## config.mk

```make
export PLATFORM = sky130hd
export DESIGN_NAME = pipeline_stall_ctrl
export DESIGN_NICKNAME = d
export VERILOG_FILES = /design/src/rtl/pipeline_stall_ctrl.sv
export SDC_FILE = /design/constraint.sdc
export NUM_CORES = 1
export LEC_CHECK = 0
export CAP_MARGIN = 20
export CORE_UTILIZATION = 48
export CTS_CLUSTER_SIZE = 14
export DETAILED_ROUTE_END_ITERATION = 10
export PLACE_DENSITY_LB_ADDON = 0.12
export SKIP_LAST_GASP = 1
export SYNTH_ARGS = -nofsm -noshare
export SYNTH_HDL_FRONTEND = slang
export SYNTH_SLANG_ARGS = --single-unit
```

## constraint.sdc

```tcl
create_clock -name CLK -period 2.11 [get_ports CLK]
set_clock_uncertainty 0.15 [all_clocks]
set_input_delay 0.211 -clock CLK [delete_from_list [all_inputs] [get_ports CLK]]
set_output_delay 0.211 -clock CLK [all_outputs]
set_load 0.01 [all_outputs]
```

## src/rtl/pipeline_stall_ctrl.sv

```systemverilog
// pipeline_stall_ctrl
//   Central stall/flush sequencer for the 5-stage IF/ID/EX/MEM/WB pipeline.
//   Merges the decode-stage hazard stall, a multi-cycle data-memory wait and
//   a halt retiring in WB into one consistent set of per-stage enables and
//   flushes. It also resolves taken-branch flushes, counts stalled cycles
//   (saturating) and traps a memory wait that never completes into ERROR.
//
//   Handshake: a MEM-stage access (MemReq_M) completes on the cycle that
//   MemReady_M is high; while MemReq_M=1 and MemReady_M=0 the pipeline is
//   frozen and the request must be held stable until MemReady_M is seen.
//
// Ports
//   CLK, RESET      rising-edge clock, asynchronous active-high reset
//   HazardStall     load-use / branch-operand stall from the hazard detector
//   BranchTaken_D   branch in ID resolved taken this cycle
//   MemReq_M        MEM-stage instruction accesses data memory
//   MemReady_M      data memory completes the access this cycle
//   Halt_W          halt instruction valid in WB
//   Resume          restart request while HALTED
//   PCEN            PC write enable
//   IFIDEN/IFIDFlush, IDEXEN/IDEXFlush, EXMEMEN   pipeline register controls
//   MEMWBBubble     load a bubble into MEM/WB instead of the MEM result
//   State           0=RUN 1=MEM_WAIT 2=HALTED 3=ERROR (debug/status)
//   StallCount      saturating count of cycles with PCEN=0 in RUN/MEM_WAIT
//   Error           high iff State==ERROR
module pipeline_stall_ctrl #(
   parameter int WAIT_MAX = 16,
   parameter int WAIT_W   = 5,
   parameter int CNT_W    = 16
) (
   input  logic             CLK,
   input  logic             RESET,
   input  logic             HazardStall,
   input  logic             BranchTaken_D,
   input  logic             MemReq_M,
   input  logic             MemReady_M,
   input  logic             Halt_W,
   input  logic             Resume,
   output logic             PCEN,
   output logic             IFIDEN,
   output logic             IFIDFlush,
   output logic             IDEXEN,
   output logic             IDEXFlush,
   output logic             EXMEMEN,
   output logic             MEMWBBubble,
   output logic [1:0]       State,
   output logic [CNT_W-1:0] StallCount,
   output logic             Error
);

   typedef enum logic [1:0] {
      ST_RUN      = 2'd0,
      ST_MEM_WAIT = 2'd1,
      ST_HALTED   = 2'd2,
      ST_ERROR    = 2'd3
   } state_t;

   // One extra bit so "counter + 1" can exceed the counter range cleanly.
   localparam logic [WAIT_W:0] WAIT_LIMIT = (WAIT_W+1)'(WAIT_MAX);

   state_t              state_q;
   state_t              state_d;
   logic [WAIT_W-1:0]   wait_q;
   logic [WAIT_W-1:0]   wait_d;
   logic [WAIT_W:0]     wait_inc;
   logic [CNT_W-1:0]    cnt_q;
   logic                run_eval;
   logic                miss_eff;
   logic                count_en;

   assign wait_inc = {1'b0, wait_q} + {{WAIT_W{1'b0}}, 1'b1};

   // State, wait counter
   always_ff @(posedge CLK or posedge RESET) begin
      if (RESET) begin
         state_q <= ST_RUN;
         wait_q  <= '0;
      end else begin
         state_q <= state_d;
         wait_q  <= wait_d;
      end
   end

   // Next state and Mealy control outputs.
   always_comb begin
      state_d     = state_q;
      wait_d      = wait_q;
      run_eval    = 1'b0;
      miss_eff    = 1'b0;
      PCEN        = 1'b1;
      IFIDEN      = 1'b1;
      IFIDFlush   = 1'b0;
      IDEXEN      = 1'b1;
      IDEXFlush   = 1'b0;
      EXMEMEN     = 1'b1;
      MEMWBBubble = 1'b0;

      case (state_q)
         ST_RUN: begin
            run_eval = 1'b1;
            miss_eff = MemReq_M & ~MemReady_M;
         end
         ST_MEM_WAIT: begin
            if (MemReady_M) begin
               // Access completes: behave as RUN with no memory request.
               run_eval = 1'b1;
               miss_eff = 1'b0;
               wait_d   = '0;
            end else begin
               PCEN        = 1'b0;
               IFIDEN      = 1'b0;
               IDEXEN      = 1'b0;
               EXMEMEN     = 1'b0;
               MEMWBBubble = 1'b1;
               if (wait_inc > WAIT_LIMIT) begin
                  state_d = ST_ERROR;
                  wait_d  = '0;
               end else begin
                  wait_d = wait_inc[WAIT_W-1:0];
               end
            end
         end
         ST_HALTED: begin
            PCEN        = 1'b0;
            IFIDEN      = 1'b0;
            IDEXEN      = 1'b0;
            EXMEMEN     = 1'b0;
            MEMWBBubble = 1'b1;
            // Outputs stay frozen on the Resume cycle; RUN starts next cycle.
            if (Resume) begin
               state_d = ST_RUN;
            end
         end
         default: begin
            // ST_ERROR: sticky until RESET.
            PCEN        = 1'b0;
            IFIDEN      = 1'b0;
            IDEXEN      = 1'b0;
            EXMEMEN     = 1'b0;
            MEMWBBubble = 1'b1;
         end
      endcase

      // Priority: memory miss > halt > hazard stall > branch flush.
      if (run_eval) begin
         if (miss_eff) begin
            PCEN        = 1'b0;
            IFIDEN      = 1'b0;
            IDEXEN      = 1'b0;
            EXMEMEN     = 1'b0;
            MEMWBBubble = 1'b1;
            state_d     = ST_MEM_WAIT;
            wait_d      = {{(WAIT_W-1){1'b0}}, 1'b1};
         end else if (Halt_W) begin
            // The halting instruction retires this cycle; everything behind
            // it is frozen and a bubble follows it into MEM/WB.
            PCEN        = 1'b0;
            IFIDEN      = 1'b0;
            IDEXEN      = 1'b0;
            EXMEMEN     = 1'b0;
            MEMWBBubble = 1'b1;
            state_d     = ST_HALTED;
         end else if (HazardStall) begin
            // Branch operands are not yet valid, so BranchTaken_D is ignored.
            PCEN      = 1'b0;
            IFIDEN    = 1'b0;
            IDEXFlush = 1'b1;
            state_d   = ST_RUN;
         end else if (BranchTaken_D) begin
            IFIDFlush = 1'b1;
            state_d   = ST_RUN;
         end else begin
            state_d   = ST_RUN;
         end
      end

      // While in reset the pipeline is held with a bubble in MEM/WB.
      if (RESET) begin
         PCEN        = 1'b0;
         IFIDEN      = 1'b0;
         IFIDFlush   = 1'b0;
         IDEXEN      = 1'b0;
         IDEXFlush   = 1'b0;
         EXMEMEN     = 1'b0;
         MEMWBBubble = 1'b1;
      end
   end

   // Count only stalls seen by a live pipeline, never in HALTED/ERROR.
   assign count_en = ((state_q == ST_RUN) || (state_q == ST_MEM_WAIT)) && !PCEN;

   always_ff @(posedge CLK or posedge RESET) begin
      if (RESET) begin
         cnt_q <= '0;
      end else if (count_en && (cnt_q != {CNT_W{1'b1}})) begin
         cnt_q <= cnt_q + {{(CNT_W-1){1'b0}}, 1'b1};
      end
   end

   assign State      = state_q;
   assign StallCount = cnt_q;
   assign Error      = (state_q == ST_ERROR);

endmodule
```

# After elaboration in Yosys (flattened, before gate mapping)
# Cells that the tools add are included.
dict set report word_totals {
  ff_bits 23
  input_bits 8
  out_inout_bits 26
  elab_cells 63
}
dict set report op_classes {
  addsub 2
  order_cmp 1
  n_eq_ne 7
  n_mux 41
  bitwise 2
  n_reduce_logical 7
}
# operator count
set ops {}
lappend ops {{1-bit two-way mux} 27}
lappend ops {{5-bit two-way mux} 5}
lappend ops {{16-bit by 1-bit adder with 16-bit output (second input constant)} 1}
lappend ops {{16-bit inequality test (second input constant)} 1}
lappend ops {{2-bit two-way mux} 6}
lappend ops {{3-bit inequality test (second input constant)} 3}
lappend ops {{5-bit by 1-bit adder with 6-bit output (second input constant)} 1}
lappend ops {{6-bit by 5-bit > comparator with 1-bit output (second input constant)} 1}
lappend ops {{2-bit == test (second input constant)} 2}
lappend ops {{1-bit one-hot mux with 2 select lines} 2}
lappend ops {{2-bit one-hot mux with 2 select lines} 1}
lappend ops {{4-bit AND reduction} 1}
lappend ops {{3-bit nonzero test} 1}
lappend ops {{2-bit by 1-bit == test with 1-bit output (second input constant)} 1}
lappend ops {{1-bit logical AND} 2}
lappend ops {{2-bit zero test} 1}
lappend ops {{1-bit AND} 1}
lappend ops {{1-bit zero test} 1}
lappend ops {{1-bit logical OR} 1}
lappend ops {{1-bit NOT} 1}

# Longest topological paths before layout
# Gate-level depths: netlist of the first run.
dict set report logic_depth {
  word_depth 9
  ltp_mapped 6
  depth_no_buf 5
}

# Worst setup path after synthesis of the first run
# No wires, ideal clock.
dict set report synth_path {
  path_type {register -> output}
  from {reg state_q[0] (netlist: State[0])}
  to {out IDEXFlush}
  arrival_time_ns 1.645
  required_ns 1.749
  slack_ns 0.104
  path_stages_with_launch 5
  path_buffers 1
  cell_sequence {dfrtp_1 clkbuf_1 o21ba_2 nor4_1 and2_1}
}
dict set report synth_between {
  elab_chain_len 5
}
# element line_no
set synth_rtl {}
lappend synth_rtl {{start: declaration} 61} ;# state_t state_q;
lappend synth_rtl {{start signal: assignment} 79} ;# state_q <= state_d;
lappend synth_rtl {{2-bit zero test} 98} ;# case (state_q)
lappend synth_rtl {{1-bit two-way mux} --}
lappend synth_rtl {{1-bit two-way mux} 146} ;# if (miss_eff) begin
lappend synth_rtl {{1-bit two-way mux *} 145} ;# if (run_eval) begin
lappend synth_rtl {{1-bit two-way mux *} 178} ;# if (RESET) begin
lappend synth_rtl {{end: declaration} 43} ;# output logic IDEXFlush,
# Every way passes the cells marked *; elsewhere a longest branch is shown, timed or not.

# Worst setup path after layout of the first run
dict set report layout_path {
  from {reg state_q[1] (netlist: State[1])}
  to {out IFIDEN}
}
dict set report layout_between {
  elab_chain_len 5
}
# element line_no
set layout_rtl {}
lappend layout_rtl {{2-bit zero test} 98}
lappend layout_rtl {{1-bit two-way mux} --}
lappend layout_rtl {{1-bit two-way mux} 146}
lappend layout_rtl {{1-bit two-way mux *} 145}
lappend layout_rtl {{1-bit two-way mux *} 178}
lappend layout_rtl {{end: declaration} 40} ;# output logic IFIDEN,
# Marked as above.

==> impl_metrics.yaml, run 1 <==
detailed_routing:
  drc_errors: 0
  wl_um: 3185
  drt_iter0_drc: 18
  vias_per_cell: 5.619
  wire_per_inst_um: 14.61
  drtPass1Iterations: 4
  postRouteAntennaNets: 0
  vias: 1225
timing:
  setup_viol: 0
  timing.fmax_mhz: 484.3
  slew_headroom_pct: 73.26
  tightest_slew_ps: 395.6
  fin_tns_setup_ps: 0
  period_minus_slack_ps: 2065
  grt_setup_unrepaired: "yes"
  hold_viol_final: 0
  fin_hold_ws_ps: 280.4
  finalMaxSlewViolations: 0
  finalCritPeriodShare_pct: 97.87
synthesis:
  yosysUniqueCellTypes: 41
  syn-cell-area_um2: 1358
  synthFlopType: "dfrtp_1"
  yosys.area.top_type: "dfrtp_1"
  ys_ff_latch: 23
  synth_async_sr_flop_share_pct: 100.0
  syn-num-nets: 150
  ys_top_cells_by_area: "dfrtp_1, xor2_1, nand2_1"
  syn_avg_cell_area_um2: 9.767
  post-synth-top-area-fraction_pct: 42.40
  syn_inst: 139
  ys_seq_area_share_pct: 42.40
  ys_warn_count: 0
  synth-edff-count: 0
finish:
  fin_nets: 200
  seq_area_um2: 575.6
  area_delta_synth_final_pct: 38.43
  multiInputGateArea_um2: 730.7
  finalNonFillerCells: 218
  drive_gt1_share_pct: 16.49
  utilization_pct: 73.20
  fillers: 204
  antennaDiodeCount: 0
global_routing:
  antenna_found_initial: 0
  first_global_vias: 1145
  grt_max_degree: 24
  grt_overflow: 0
  groute.usage.overall_pct: 22.32
  grt_pass1_wl_um: 4823
power_and_ir_drop:
  p_comb_share_pct: 48.2
  p_switching_mw: 0.6493
  irDropWorstVdd_v: 0.0007527
  power.total_mw: 1.686
  clkPwrFrac_pct: 12.0
  p_int_mw: 1.037
  power_density_nw_per_um2: 897.2
  swShare_pct: 38.51
  power_leakage_nw: 0.8743
  seq_power_share_pct: 39.8
floorplan:
  dieArea_um2: 3045
  start_util_pct: 52.88
  core-area_um2: 2567
  pin_count: 34
  fp.dieH_um: 55.18
  num_rows: 18
  die_w_um: 55.18
flow_run:
  drv_cap: 0
worst_setup_path:
  endpoint: "IFIDEN"
  crit_required_ps: 1750
  worstSetupPathType: "flip-flop to output port"
  rr_endpoint: "wait_q[0]"
  crit_path_start_kind: "flip-flop"
  cpMaxStageDelayCell: "or4_4"
  crit_path_cell_trace: "or4_4, nor2_1, clkdlybuf4s15_1"
  ff2ff_path_depth: 6
  end_kind: "output port"
  reg2reg_from: "wait_q[1]"
  ff2ff_setup_slack_ps: 80
  worstPathMaxFanout: 3
  cp.arrival_ps: 1700
  cp_slowest_stage_delay_ps: 580
  crit_path_start: "State[1]"
place:
  place_hpwl_um: 2473
  dpl.cell_count: 214
  io_buffers: 33
  place_congestion: 0.7984
clock_tree:
  cts.reportedPaths.clkPinSlew_ps: 130
  clockBufferDepth: 2
  clkSinkCount: 23
  cts_tree: "built"
  cts_buffers: 3
  cts_root_buf: "clkbuf_4"
  worstSkewPairLatency_ps: 300
  htreeDepth: 1
worst_hold_path:
  hp-class: "primary input to asynchronous set/reset pin"
outcome:
  status: "finished, final reports clean"
[cells in the final DEF (no fill, tap or decap), types with 2 or more instances in the layout]
cell type	instances
nor2_1	4
nand3_1	7
clkbuf_4	3
inv_1	9
clkdlybuf4s50_1	26
dfrtp_1	23
xor2_1	11
nor3_1	4
and3_1	3
a21o_1	2
nor4_1	4
dlymetal6s2s_1	4
clkdlybuf4s15_1	2
nand2_1	11
nand2b_1	3
a21oi_1	6
and4_1	2
mux2_1	2
xnor2_1	4
ha_1	3
buf_4	18
nand4_1	4
o21ai_0	7
nor4b_1	4
[registers in the layout, indices dropped and copies added, names as in the netlist]
signal      count
StallCount     16
wait_q          5
State           2
[Yosys cell counts (2+ instances only)]
| library cell | n |
|---|---|
| nor2_1 | 4 |
| xnor2_1 | 4 |
| nand3_1 | 7 |
| nand2_1 | 11 |
| clkbuf_1 | 2 |
| and4_1 | 2 |
| xor2_1 | 11 |
| nor4b_1 | 4 |
| mux2_1 | 2 |
| nand2b_1 | 3 |
| and3_1 | 3 |
| o21ai_0 | 7 |
| a21o_1 | 2 |
| dfrtp_1 | 23 |
| nor4_1 | 6 |
| buf_4 | 2 |
| ha_1 | 3 |
| nand4_1 | 4 |
| a21oi_1 | 6 |
| inv_1 | 9 |
| nor3_1 | 4 |
[worst min-delay path by stage]
stage | start | endpoint | slack [ps] | cells after the start
after floorplan | RESET | StallCount[0] | 60 | 1
after global placement | StallCount[5] | StallCount[5] | 350 | 1
after detailed placement | StallCount[9] | StallCount[9] | 360 | 1
after CTS | RESET | State[1] | 270 | 4
after global routing | RESET | StallCount[11] | 310 | 4
final | RESET | State[1] | 280 | 4
[worst max-delay path: cells and delay by family, from the launching register on]
kind | cells | cell delay [ps]
buf+inv | 1 | 260
flops | 1 | 410
simple gates | 2 | 740
[timing repair]
item                       in CTS  in global routing
setup buffers                   0                  0
setup endpoints to repair       7                  6
hold buffers                    0                  0
resized for setup               5                  7
cloned                          0                  0
[cell type report]
cell class | instances | share of cell area [%]
sequential | 23 | 30.63
inverter | 9 | 1.798
multi-input combinational | 101 | 38.88
tap | 30 | 1.997
clock inverter | 1 | 0.2663
clock buffer | 3 | 1.198
timing repair buffer | 51 | 25.23
[kinds of logic (layout without fill, tap and decap cells)]
group                    count (synthesis)  in the layout  synth area share, %
AND/OR/NAND/NOR                         55             55                23.87
AO/OA/AOI/OAI                           25             25                13.18
flip-flops                              23             23                42.40
XOR/XNOR                                15             15                9.677
buffers and inverters                   15             64                5.345
adder cells (fa/ha/maj)                  3              3                2.765
multiplexers                             3              3                2.765
[power by group through the flow]
stage | registers [mW] | clock network [mW] | logic [mW]
after floorplan | 0.704 | 0 | 0.385
after global placement | 0.666 | 0 | 0.792
after detailed placement | 0.677 | 0 | 0.803
after CTS | 0.668 | 0.206 | 0.812
after global routing | 0.680 | 0.220 | 0.893
final | 0.671 | 0.202 | 0.813
[per-stage QoR]
| stage | worst slack, ps | area, µm² |
|---|---|---|
| 2_1_floorplan | 104.2 | 1358 |
| 6_report | 45.02 | 1879 |
| 5_1_grt | -10.43 | 1879 |
| 3_3_place_gp | -117.5 | 1822 |
| 3_5_place_dp | -169.1 | 1822 |
| 4_1_cts | -190.2 | 1858 |
[metal layers]
metal | global-route usage [%] | share of wire (%)
met1 | 25.21 | 44
met3 | 1.913 | 2.1
met5 | 0 | 0
met4 | 9.583 | 1.4
met2 | 42.17 | 52
Note: power is estimated with default switching activity, not from simulation.
==> run 2: changes to the inputs <==
Settings changed: CORE_UTILIZATION 48 to 45, SKIP_LAST_GASP 1 to default, SLEW_MARGIN from default to 40.
==> impl_metrics.yaml, run 2 (synthesis gave the netlist of run 1 again) <==
global_routing:
  grt_overflow: 0
  groute.usage.overall_pct: 21.12
  grt_pass1_wl_um: 5285
  antenna_found_initial: 0
  first_global_vias: 1224
  grt_max_degree: 17
floorplan:
  die_w_um: 56.93
  core-area_um2: 2805
  pin_count: 34
  fp.dieH_um: 56.93
  start_util_pct: 48.39
  dieArea_um2: 3240
  num_rows: 19
timing:
  slew_headroom_pct: 73.72
  hold_viol_final: 0
  timing.fmax_mhz: 486.0
  period_minus_slack_ps: 2057
  fin_tns_setup_ps: 0
  finalMaxSlewViolations: 0
  setup_viol: 0
  tightest_slew_ps: 388.8
  finalCritPeriodShare_pct: 97.51
  fin_hold_ws_ps: 190.2
worst_setup_path:
  cp_slowest_stage_delay_ps: 560
  end_kind: "output port"
  crit_required_ps: 1750
  worstSetupPathType: "flip-flop to output port"
  cpMaxStageDelayCell: "clkdlybuf4s50_1"
  cp.arrival_ps: 1700
  worstPathMaxFanout: 9
  crit_path_cell_trace: "buf_4, clkinvlp_4, nor2_1, clkdlybuf4s50_1"
  cp_top_family: "buffers and inverters"
  cp_num_buf_inv: 3
  crit_path_start_kind: "flip-flop"
detailed_routing:
  drt_iter0_drc: 77
  drc_errors: 8
  wire_per_inst_um: 14.44
  vias: 1245
  postRouteAntennaNets: 0
  drtPass1Iterations: 7
  vias_per_cell: 5.633
  wl_um: 3192
finish:
  fillers: 229
  multiInputGateArea_um2: 733.2
  area_delta_synth_final_pct: 38.62
  largest_reg_flops: 16
  final_cell_mix: "clkdlybuf4s50_1, dfrtp_1, buf_4, nand2_1, xor2_1"
  seq_area_um2: 575.6
  drive_gt1_share_pct: 18.95
  final_common_cell: "clkdlybuf4s50_1"
  antennaDiodeCount: 0
  fin_nets: 202
place:
  io_buffers: 33
  place_congestion: 0.8466
  place_hpwl_um: 2479
clock_tree:
  worstSkewPairLatency_ps: 310
  clockBufferDepth: 2
  cts_root_buf: "clkbuf_4"
  clkSinkCount: 23
  cts.reportedPaths.clkPinSlew_ps: 130
  cts_buffers: 3
  htreeDepth: 1
  cts_hold_buf: 0
  cts_tree: "built"
outcome:
  violations: "design-rule violations"
  status: "finished, violations left"
flow_run:
  drv_cap: 0
power_and_ir_drop:
  power_leakage_nw: 0.8350
  power_density_nw_per_um2: 916.5
  irDropWorstVdd_v: 0.0006130
worst_hold_path:
  hp-class: "primary input to asynchronous set/reset pin"
## run 2: cell count changes in the layout (fill, tap and decap cells not counted), sizes merged
cell           delta
dlymetal6s2s      -4
clkbuf            +1
inv               -1
dlygate4sd2       +4
buf               +2
clkdlybuf4s15     -1
clkinvlp          +1
## run 2: path summary, 6_finish.rpt
check,cells after the start,end,slack [ps],from
max,4,Error,50,State[1]
max reg2reg,6,wait_q[4],70,wait_q[0]
min,3,State[1],190,RESET
min in group CLK,1,StallCount[9],380,StallCount[9]
max in group asynchronous,4,StallCount[0],1100,RESET
min reg2reg,1,StallCount[9],380,StallCount[9]
## run 2: repair_timing
item	CTS	global route
buffers inserted	0	2
endpoints found under the setup margin	7	4
resized for setup	10	5
## run 2: routing by layer
layer / global-route usage [%] / vias up / wire length [µm]
met5: 0 / - / 0
met4: 11.50 / 0 / 72
met3: 2.995 / 8 / 83
met2: 37.48 / 27 / 1658
met1: 24.38 / 605 / 1378
li1: - / 605 / -
## run 2: area by class of cell
cell class	instances	share of cell area (%)
Clock buffer	3	1.197
Timing Repair Buffer	53	24.93
Multi-Input combinational cell	101	38.96
Clock inverter	1	0.2660
Sequential cell	23	30.59
Tap cell	31	2.061
Inverter	9	1.995
## run 2: worst min-delay path, stage by stage
cell	delay, ps
clkdlybuf4s50_1	440
buf_4	170
inv_1	250
## run 2: per-stage QoR
stage               power (mW)  util (%)  setup slack (ps)  std cells  instance area, µm²
floorplan                1.089         -             104.2        139                1358
global placement         1.452     64.99            -113.8        215                1823
detailed placement       1.481     64.99            -195.9        215                1823
CTS                      1.696     66.41             11.13        219                1863
global route             1.828     67.08            -3.090        221                1882
finish                   1.725     67.08             52.55        221                1882
## run 2: where the power goes
group,total [mW],internal [mW],switching (mW)
registers,0.674,0.544,0.130
clock network,0.209,0.0708,0.138
logic,0.842,0.436,0.407
==> run 3: changes to the inputs <==
Settings changed: SLEW_MARGIN 40 to 15.
==> results of run 3 <==
The final DEF is identical to that of run 2; final timing and power are the same.
